`src/rtl/game_player_if.sv`:
```
// game_player_if: command handshake between a host sequencer (master) and game_player (slave).
// Signals: cmd_valid/cmd_ready handshake; cmd_load, cmd_value, cmd_control and cmd_repeat describe one move command.
interface game_player_if #(
  parameter int SIZE = 4
) ();
  logic            cmd_valid;
  logic            cmd_ready;
  logic            cmd_load;
  logic [SIZE-1:0] cmd_value;
  logic [1:0]      cmd_control;
  logic [3:0]      cmd_repeat;
  modport master (output cmd_valid, cmd_load, cmd_value, cmd_control, cmd_repeat, input cmd_ready);
  modport slave  (input cmd_valid, cmd_load, cmd_value, cmd_control, cmd_repeat, output cmd_ready);
endinterface

```
`src/rtl/game_player.sv`:
```
// game_player: queues move commands and replays them onto the counter game, tracking match score.
// Ports: clk; reset (asynchronous, active-low); cmd (game_player_if.slave) command FIFO handshake;
// INIT_c/INIT_l/control drive the counter; WINNER/LOSER/GAMEOVER/WHO observe the game;
// busy/done/result report match state; rounds_won/rounds_lost mirror the score.
// Build option: define GAME_PLAYER_SCORE_EN to include the score counters (otherwise tied to 0).
module game_player #(
  parameter int SIZE      = 4,
  parameter int MAX_SCORE = 4,
  parameter int DEPTH     = 4
) (
  input  logic                 clk,
  input  logic                 reset,
  game_player_if.slave         cmd,
  output logic                 INIT_c,
  output logic [SIZE-1:0]      INIT_l,
  output logic [1:0]           control,
  input  logic                 WINNER,
  input  logic                 LOSER,
  input  logic                 GAMEOVER,
  input  logic [1:0]           WHO,
  output logic                 busy,
  output logic                 done,
  output logic [1:0]           result,
  output logic [MAX_SCORE-1:0] rounds_won,
  output logic [MAX_SCORE-1:0] rounds_lost
);
  localparam int AW = $clog2(DEPTH);
  localparam int W  = SIZE + 7;
  typedef enum logic [1:0] {IDLE, LOAD, DRIVE, HALT} state_e;
  state_e          state_q, state_d;
  logic [W-1:0]    mem_q [DEPTH];
  logic [AW-1:0]   wr_q, rd_q;
  logic [AW:0]     cnt_q;
  logic [W-1:0]    head;
  logic            go, push, pop, empty, full;
  logic [SIZE-1:0] value_q;
  logic [1:0]      ctrl_q;
  logic [3:0]      rem_q;
  logic            init_c_q, init_c_d;
  logic [SIZE-1:0] init_l_q, init_l_d;
  logic [1:0]      control_q, control_d;
  logic            done_q;
  logic [1:0]      result_q, result_d;
  // entry layout: {load, value, control, repeat}
  assign head  = mem_q[rd_q];
  assign empty = cnt_q == '0;
  assign full  = cnt_q == (AW+1)'(DEPTH);
  // a match end in any state but HALT overrides everything else this cycle
  assign go    = GAMEOVER && state_q != HALT;
  assign cmd.cmd_ready = !full && state_q != HALT;
  assign push  = cmd.cmd_valid && cmd.cmd_ready && !go;
  // the next command is taken from IDLE or on the last DRIVE cycle so commands chain without a bubble
  assign pop   = !go && !empty && (state_q == IDLE || (state_q == DRIVE && rem_q == '0));
  always_ff @(posedge clk or negedge reset)
    if (!reset) state_q <= IDLE;
    else state_q <= state_d;
  always_comb begin
    state_d = state_q;
    if (go) state_d = HALT;
    else if (pop) state_d = head[W-1] ? LOAD : DRIVE;
    else if (state_q == LOAD) state_d = DRIVE;
    else if (state_q == DRIVE && rem_q == '0) state_d = IDLE;
    else if (state_q == HALT && !GAMEOVER) state_d = IDLE;
  end
  always_comb begin
    init_c_d  = !go && state_q == LOAD;
    init_l_d  = state_q == LOAD ? value_q : init_l_q;
    control_d = state_q == DRIVE ? ctrl_q : control_q;
    result_d  = go ? WHO : result_q;
  end
  always_ff @(posedge clk)
    if (push) mem_q[wr_q] <= {cmd.cmd_load, cmd.cmd_value, cmd.cmd_control, cmd.cmd_repeat};
  always_ff @(posedge clk or negedge reset)
    if (!reset) begin
      wr_q  <= '0;
      rd_q  <= '0;
      cnt_q <= '0;
    end else if (go) begin
      wr_q  <= '0;
      rd_q  <= '0;
      cnt_q <= '0;
    end else begin
      wr_q  <= wr_q + AW'(push);
      rd_q  <= rd_q + AW'(pop);
      cnt_q <= cnt_q + (AW+1)'(push) - (AW+1)'(pop);
    end
  always_ff @(posedge clk or negedge reset)
    if (!reset) begin
      value_q <= '0;
      ctrl_q  <= '0;
      rem_q   <= '0;
    end else if (pop) begin
      value_q <= head[W-2 -: SIZE];
      ctrl_q  <= head[5:4];
      rem_q   <= head[3:0];
    end else if (state_q == DRIVE && rem_q != '0) begin
      rem_q <= rem_q - 4'd1;
    end
  always_ff @(posedge clk or negedge reset)
    if (!reset) begin
      init_c_q  <= 1'b0;
      init_l_q  <= '0;
      control_q <= '0;
      done_q    <= 1'b0;
      result_q  <= '0;
    end else begin
      init_c_q  <= init_c_d;
      init_l_q  <= init_l_d;
      control_q <= control_d;
      done_q    <= go;
      result_q  <= result_d;
    end
  assign INIT_c  = init_c_q;
  assign INIT_l  = init_l_q;
  assign control = control_q;
  assign done    = done_q;
  assign result  = result_q;
  assign busy    = state_q != IDLE;
`ifdef GAME_PLAYER_SCORE_EN
  logic [MAX_SCORE-1:0] won_q, lost_q;
  // a simultaneous WINNER/LOSER counts only as a win; both saturate at all-ones
  always_ff @(posedge clk or negedge reset)
    if (!reset) begin
      won_q  <= '0;
      lost_q <= '0;
    end else if (go) begin
      won_q  <= '0;
      lost_q <= '0;
    end else begin
      won_q  <= won_q + MAX_SCORE'(WINNER && !(&won_q));
      lost_q <= lost_q + MAX_SCORE'(LOSER && !WINNER && !(&lost_q));
    end
  assign rounds_won  = won_q;
  assign rounds_lost = lost_q;
`else
  logic unused_score;
  assign unused_score = WINNER ^ LOSER;
  assign rounds_won   = {MAX_SCORE{1'b0}};
  assign rounds_lost  = {MAX_SCORE{1'b0}};
`endif
endmodule
```
`src/flat_wrapper.sv`:
```
// flat-port wrapper written by rule: the top's interface ports become plain ports
module game_player_flat 
#(
  parameter int SIZE      = 4,
  parameter int MAX_SCORE = 4,
  parameter int DEPTH     = 4
)
  (clk, reset, INIT_c, INIT_l, control, WINNER, LOSER, GAMEOVER, WHO, busy, done, result, rounds_won, rounds_lost, cmd_cmd_valid, cmd_cmd_load, cmd_cmd_value, cmd_cmd_control, cmd_cmd_repeat, cmd_cmd_ready);
  game_player_if #(.SIZE(SIZE)) cmd_i ();
  input  logic clk;
  input  logic reset;
  output logic INIT_c;
  output logic [SIZE-1:0] INIT_l;
  output logic [1:0] control;
  input  logic WINNER;
  input  logic LOSER;
  input  logic GAMEOVER;
  input  logic [1:0] WHO;
  output logic busy;
  output logic done;
  output logic [1:0] result;
  output logic [MAX_SCORE-1:0] rounds_won;
  output logic [MAX_SCORE-1:0] rounds_lost;
  input wire logic [$bits(cmd_i.cmd_valid)-1:0] cmd_cmd_valid;
  input wire logic [$bits(cmd_i.cmd_load)-1:0] cmd_cmd_load;
  input wire logic [$bits(cmd_i.cmd_value)-1:0] cmd_cmd_value;
  input wire logic [$bits(cmd_i.cmd_control)-1:0] cmd_cmd_control;
  input wire logic [$bits(cmd_i.cmd_repeat)-1:0] cmd_cmd_repeat;
  output wire logic [$bits(cmd_i.cmd_ready)-1:0] cmd_cmd_ready;
  assign cmd_i.cmd_valid = cmd_cmd_valid;
  assign cmd_i.cmd_load = cmd_cmd_load;
  assign cmd_i.cmd_value = cmd_cmd_value;
  assign cmd_i.cmd_control = cmd_cmd_control;
  assign cmd_i.cmd_repeat = cmd_cmd_repeat;
  assign cmd_cmd_ready = cmd_i.cmd_ready;
  game_player #(.SIZE(SIZE), .MAX_SCORE(MAX_SCORE), .DEPTH(DEPTH)) u_core (.clk(clk), .reset(reset), .cmd(cmd_i), .INIT_c(INIT_c), .INIT_l(INIT_l), .control(control), .WINNER(WINNER), .LOSER(LOSER), .GAMEOVER(GAMEOVER), .WHO(WHO), .busy(busy), .done(done), .result(result), .rounds_won(rounds_won), .rounds_lost(rounds_lost));
endmodule
```
`config.mk`:
```
export PLATFORM = sky130hd
export DESIGN_NAME = game_player_flat
export DESIGN_NICKNAME = d
export VERILOG_FILES = /design/src/rtl/game_player_if.sv /design/src/rtl/game_player.sv /design/src/flat_wrapper.sv
export SDC_FILE = /design/constraint.sdc
export NUM_CORES = 1
export LEC_CHECK = 0
export ABC_AREA = 1
export ABC_CLOCK_PERIOD_IN_PS = 2600
export CAP_MARGIN = 40
export CORE_MARGIN = 2
export CORE_UTILIZATION = 35
export CTS_BUF_LIST = sky130_fd_sc_hd__clkbuf_8
export DETAILED_ROUTE_END_ITERATION = 16
export GPL_TIMING_DRIVEN = 1
export SETUP_SLACK_MARGIN = 0.05
export SLEW_MARGIN = 20
export SYNTH_ARGS = -nofsm -noshare
export SYNTH_HDL_FRONTEND = slang
export SYNTH_SLANG_ARGS = --single-unit
```
`constraint.sdc`:
```
create_clock -name clk -period 2.6 [get_ports clk]
set_input_delay 0.26 -clock clk [delete_from_list [all_inputs] [get_ports clk]]
set_output_delay 0.26 -clock clk [all_outputs]
set_load 0.01 [all_outputs]
```
Word level (Yosys, flattened, before mapping)
Memory sizes are Yosys's and may differ from the RTL's.
Cells that the tools add are included.
W data, S select, Z words.
{"block": "totals", "memories": 1, "out_inout_bits": 20, "word_cells": 58, "in_bits": 19, "ff_bits": 29, "mem_bits_rw": 44}
{"name": "u_core.mem_q", "depth": 4, "word_bits": 11, "read_ports": 1, "rd_clocked_by_memory_dff": 0, "write_ports": 1, "line_no": "game_player.sv:31", "rtl": "logic [W-1:0] mem_q [DEPTH];"}
{"block": "classes", "reduce_logical": 22, "n_eq_ne": 5, "addsub": 5, "mux": 13}
{"operator": "$mux W2", "n": 8}
{"operator": "$logic_and A1 B1 Y1", "n": 10}
{"operator": "$mux W4", "n": 2}
{"operator": "$reduce_bool A5 Y1", "n": 1}
{"operator": "$add A2 B1 Y2", "n": 2}
{"operator": "$eq A2 B2 Y1 const B", "n": 2}
{"operator": "$logic_not A1 Y1", "n": 4}
{"operator": "$logic_not A4 Y1", "n": 1}
{"operator": "$reduce_bool A2 Y1", "n": 2}
{"operator": "$reduce_bool A4 Y1", "n": 1}
{"operator": "$sub A4 B1 Y4 const B", "n": 1}
{"operator": "$add A3 B1 Y3", "n": 1}
{"operator": "$eq A3 B3 Y1 const B", "n": 1}
{"operator": "$logic_not A3 Y1", "n": 1}
{"operator": "$mux W3", "n": 1}
{"operator": "$sub A3 B1 Y3", "n": 1}
{"operator": "$eq A2 B1 Y1 const B", "n": 1}
{"operator": "$logic_not A2 Y1", "n": 1}
{"operator": "$mux W1", "n": 2}
{"operator": "$ne A2 B2 Y1 const B", "n": 1}
{"operator": "$logic_or A1 B1 Y1", "n": 1}

Depth between registers and ports, before layout
{"block": "logic_depth", "ltp_word": 8, "mapped_depth": 12, "ltp_nobuf": 11}

Least setup slack after synthesis
No wires, ideal clock.
{"block": "synth_timing", "kind": "reg-to-reg", "start": "reg u_core.state_q[0]", "end": "mem u_core.mem_q[0][0] (netlist name), enable pin", "t_arrival_ns": 1.887, "t_required_ns": 2.207, "path_slack_ns": 0.320, "path_buffers": 0, "stages_incl_launch_ff": 6, "setup_ns": 0.393, "synth_period_minus_slack_ns": 2.280, "cell_sequence": "dfrtp_1 nand2_1 inv_1 a31oi_1 nand3_1 nor3_1"}
{"block": "synth_via", "elab_chain_len": 6, "elab_cells_between_ends": 8, "cone_classes": "eq/ne: 1; mux: 2; reduce/logical: 5"}
{"element": "from (decl)", "line_no": "game_player.sv:30", "rtl": "state_e state_q, state_d;"}
{"element": "from (signal assigned)", "line_no": "game_player.sv:56", "rtl": "else state_q <= state_d;"}
{"element": "$ne A2 B2 Y1", "line_no": "game_player.sv:50", "rtl": "assign cmd.cmd_ready = !full && state_q != HALT;"}
{"element": "$logic_and A1 B1 Y1", "line_no": "game_player.sv:50"}
{"element": "net cmd_cmd_ready", "line_no": "flat_wrapper.sv:29", "rtl": "output wire logic [$bits(cmd_i.cmd_ready)-1:0] cmd_cmd_ready;"}
{"element": "$logic_and A1 B1 Y1 (2 in a row)", "line_no": "game_player.sv:51", "rtl": "assign push = cmd.cmd_valid && cmd.cmd_ready && !go;"}
{"element": "$mux W1", "line_no": "game_player.sv:72", "rtl": "if (push) mem_q[wr_q] <= {cmd.cmd_load, cmd.cmd_value, cmd.cmd_control, cmd.cmd_repeat};"}
{"element": "$mux W1 (implied by the code)", "line_no": "game_player.sv:72"}
{"element": "to (decl)", "line_no": "game_player.sv:31"}
The timed path passes the listed nets, and every way through them passes these cells.

Worst setup path after layout
{"block": "layout_timing", "start": "reg u_core.rem_q[0]", "end": "reg u_core.cnt_q[2]"}
{"block": "layout_via", "elab_chain_len": 6}
{"element": "from (decl)", "line_no": "game_player.sv:38", "rtl": "logic [3:0] rem_q;"}
{"element": "from (signal assigned)", "line_no": "game_player.sv:95", "rtl": "rem_q <= head[3:0];"}
{"element": "from (signal assigned)", "line_no": "game_player.sv:97", "rtl": "rem_q <= rem_q - 4'd1;"}
{"element": "$logic_not A4 Y1", "line_no": "game_player.sv:53", "rtl": "assign pop = !go && !empty && (state_q == IDLE || (state_q == DRIVE && rem_q == '0));"}
{"element": "$logic_and A1 B1 Y1", "line_no": "game_player.sv:53"}
{"element": "$logic_or A1 B1 Y1", "line_no": "game_player.sv:53"}
{"element": "$logic_and A1 B1 Y1", "line_no": "game_player.sv:53"}
{"element": "$sub A3 B1 Y3", "line_no": "game_player.sv:85", "rtl": "cnt_q <= cnt_q + (AW+1)'(push) - (AW+1)'(pop);"}
{"element": "$mux W3", "line_no": "game_player.sv:78", "rtl": "end else if (go) begin"}
{"element": "to (signal assigned)", "line_no": "game_player.sv:85"}
{"element": "to (decl)", "line_no": "game_player.sv:33", "rtl": "logic [AW:0] cnt_q;"}
Every way passes these cells.
A chain may end at the register's enable or synchronous reset.

==> reports/qor_table.md <==
| Metric | Value |
| --- | --- |
| Number of violations of the max-capacitance limit | 0 |
| HPWL after detailed placement | 3920 um |
| TritonCTS clock tree | done |
| Critical setup path kind | flip-flop to flip-flop |
| Setup crit start kind | flip-flop |
| DP Area | 3560 um2 |
| Detailed Route Iter0 Violations | 81 |
| Final weighted congestion of routability-driven global placement | 0.778 |
| Routed via count | 2059 |
| WP data arrival | 2.43 ns |
| Synthesis-stage register bit count | 73 |
| Area growth from synthesis to layout | 17.5% |
| Post-route design area | 3750 um2 |
| Starting density of the core | 36.4% |
| Result of the run | finished, final reports clean |
| Buffer type at the clock tree root | clkbuf_8 |
| Y dimension of the die | 99.5 um |
| Number of core rows | 34 |
| Die extent in x | 99.5 um |
| Largest fanout on the critical path | 12 |
| Cts-stage hold buffer count | 0 |
| Number of gates resized after CTS | 0 |
| Number of distinct library cells after synthesis | 30 |
| Cell count after synthesis | 293 |
| Worst Hold Class | input pin to async pin |
| Final number of hold-violating endpoints | 0 |
| Number of ports placed on the die boundary | 39 |
| TritonCTS buffer count | 9 |
| Number of inserted diodes | 0 |
| Wire length of the first global-routing pass | 9980 um |
| Max-slew violation total from the final report | 0 |
| Clock Sink Count | 73 |
| Total number of H-tree levels | 3 |
| Setup_tns | 0 ns |
| Overall routing resource usage | 12.9% |
| Sequential share of the synthesized area | 64.1% |
| Vias in the first global route | 1999 |
| Peak Freq | 0.455 GHz |
| Area enclosed by the die boundary | 9900 um2 |
| Total power density per cell area | 1050 nW/um2 |
| Leakage Power | 0.00156 uW |
| Mapped Area | 3190 um2 |
| Post-route minimum period | 2.20 ns |
| Core ar. | 8760 um2 |
| Max IR drop VDD | 0.468 mV |
| Number of nets with antenna violations after routing | 0 |
| Average instance area after synthesis | 10.9 um2 |
| Later-pin clock latency in the skew report | 0.34 ns |
| Post-route clock skew | 0.0107 ns |
| Setup repair after global routing missed its margin | no |
| Detailed-route wire length per cell | 13.4 um |
| Synthesis Warnings | 0 |
| Remaining Overflow, GRT | 0 |
| Routed wire length | 5930 um |
| Final layout net count | 353 |
| Maximum number of pins on one net before global-route repair | 30 |
| Number of buffers added on ports | 28 |
| DR pass1 iterations | 4 |
| Proportion of layout cells with a drive suffix above 1 | 12.0% |
| Setup Viol. Count Final | 0 |
| Via count normalized by instance count | 4.66 |
| Number of antenna violations at the first check in global routing | 0 |
| Setup crit end kind | flip-flop |
| Required arrival time at the worst endpoint | 2.83 ns |
| Total DRC errors in the routed layout | 0 |
| Largest buffer count on any clock path | 2 |
| Fraction of the cycle the final worst path needs | 84.5% |
| Clock-pin slew of the registers on the worst-case setup and hold paths | 0.08 ns |
| Number of buffers inserted to repair setup after CTS | 0 |
synth_stat cells:
library cell  count  area (um2)
nand2_1          51         191
edfxtp_1         44        1320
nor2_1           42         158
dfrtp_1          29         726
inv_1            22        82.6
nand3_1          21         105
o21ai_0          17        85.1
buf_4             8        60.1
a21oi_1           6        30.0
o22ai_1           6        37.5
buf_2             4        20.0
ha_1              4        50.1
mux2_2            4        45.0
nor3_1            4        20.0
nand2_2           3        18.8
nand2_4           3        33.8
xnor2_1           3        26.3
xor2_1            3        26.3
buf_6             2        22.5
clkbuf_1          2        7.51
clkbuf_8          2        27.5
nand3_2           2        20.0
nand3b_1          2        15.0
nor2_2            2        12.5
or2_2             2        12.5
a31oi_1           1        6.26
clkinv_1          1        3.75
conb_1            1        3.75
fa_1              1        20.0
inv_2             1        3.75
routing by layer:
metal  track usage [%]  share of wire (%)  wire length (um)  up-vias
li1                  -                  -                 -     1028
met1              17.4                 48              2840      978
met2              20.8                 46              2760       45
met3              2.95                4.3               257        8
met4              4.53                1.3                79        0
met5                 0                  0                 0        -
worst max-delay path: stages (launching register included):
cell and delay (ns):
dfrtp_1 0.36, inv_1 0.15, ha_1 0.21, nand3_2 0.09, nand2_2 0.23, nand2_4 0.08
xor2_1 0.17, ha_1 0.16, inv_1 0.05, fa_1 0.37, xor2_1 0.16, nor2_1 0.05
cells in the final DEF (no fill, tap or decap), drive strengths merged, types with 8 or more instances in the layout:
cell / n
nand2: 57
edfxtp: 44
nor2: 44
dfrtp: 29
clkdlybuf4s50: 28
inv: 23
nand3: 23
o21ai: 17
clkbuf: 9
conb: 8
buf: 8
sequential cells by signal, summed over array words and instances, names as in the netlist:
register,count
u_core.INIT_l,4
u_core.ctrl_q,2
u_core.cnt_q,3
u_core.state_q,2
u_core.value_q,4
u_core.result,2
u_core.control,2
u_core.wr_q,2
u_core.done,1
u_core.mem_q,44
u_core.INIT_c,1
u_core.rem_q,4
u_core.rd_q,2
area by class of cell:
class / count / area [um2]
well taps: 108 / 135
fillers: 843 / 5010
clock buffers: 9 / 124
flip-flops and latches: 73 / 2050
inverters: 24 / 90.1
clock inverters: 7 / 71.3
multi-input cells: 185 / 943
repair buffers: 36 / 340
metrics by stage:
stage	utilization (%)	power, uW	setup WS, ns	instances	hold slack [ns]
global route	42.8	4240	0.242	442	0.338
CTS	42.8	3980	0.392	442	0.314
floorplan	-	2680	0.320	300	-0.0356
global placement	40.6	3060	0.321	426	0.458
finish	42.8	3920	0.402	442	0.300
detailed placement	40.6	3100	0.283	426	0.469
final timing paths:
kind,start,end,slack (ns),cells after the start
max in group asynchronous,reset,u_core.control[1]$_DFFE_PN0P_,2.02,2
worst min register to register,u_core.result[0]$_DFFE_PN0N_,u_core.result[0]$_DFFE_PN0N_,0.48,2
worst max register to register,u_core.rem_q[0]$_DFFE_PN0P_,u_core.cnt_q[2]$_DFF_PN0_,0.40,11
min in group clk,WHO[1],u_core.result[1]$_DFFE_PN0N_,0.45,3
worst max-delay path,u_core.rem_q[0]$_DFFE_PN0P_,u_core.cnt_q[2]$_DFF_PN0_,0.40,11
worst min-delay path,reset,u_core.rem_q[3]$_DFFE_PN0P_,0.30,2
kinds of logic (layout without fill, tap and decap cells):
group	count (synthesis)	count (layout)	synth area share, %
xor gates and xnor gates	6	6	1.65
adders and majority gates	5	5	2.20
muxes	4	4	1.41
and+or+nand+nor	132	132	18.4
buffers and inverters	42	76	7.13
DFF	73	73	64.1
AOI/OAI and AO/OA	30	30	4.98
other	1	8	0.117
report_power, final:
| part | internal [uW] | switching (uW) |
|---|---|---|
| clock | 441 | 426 |
| sequential | 1510 | 149 |
| combinational | 581 | 811 |
| total | 2540 | 1390 |
Power figures use the tool's default switching activity.
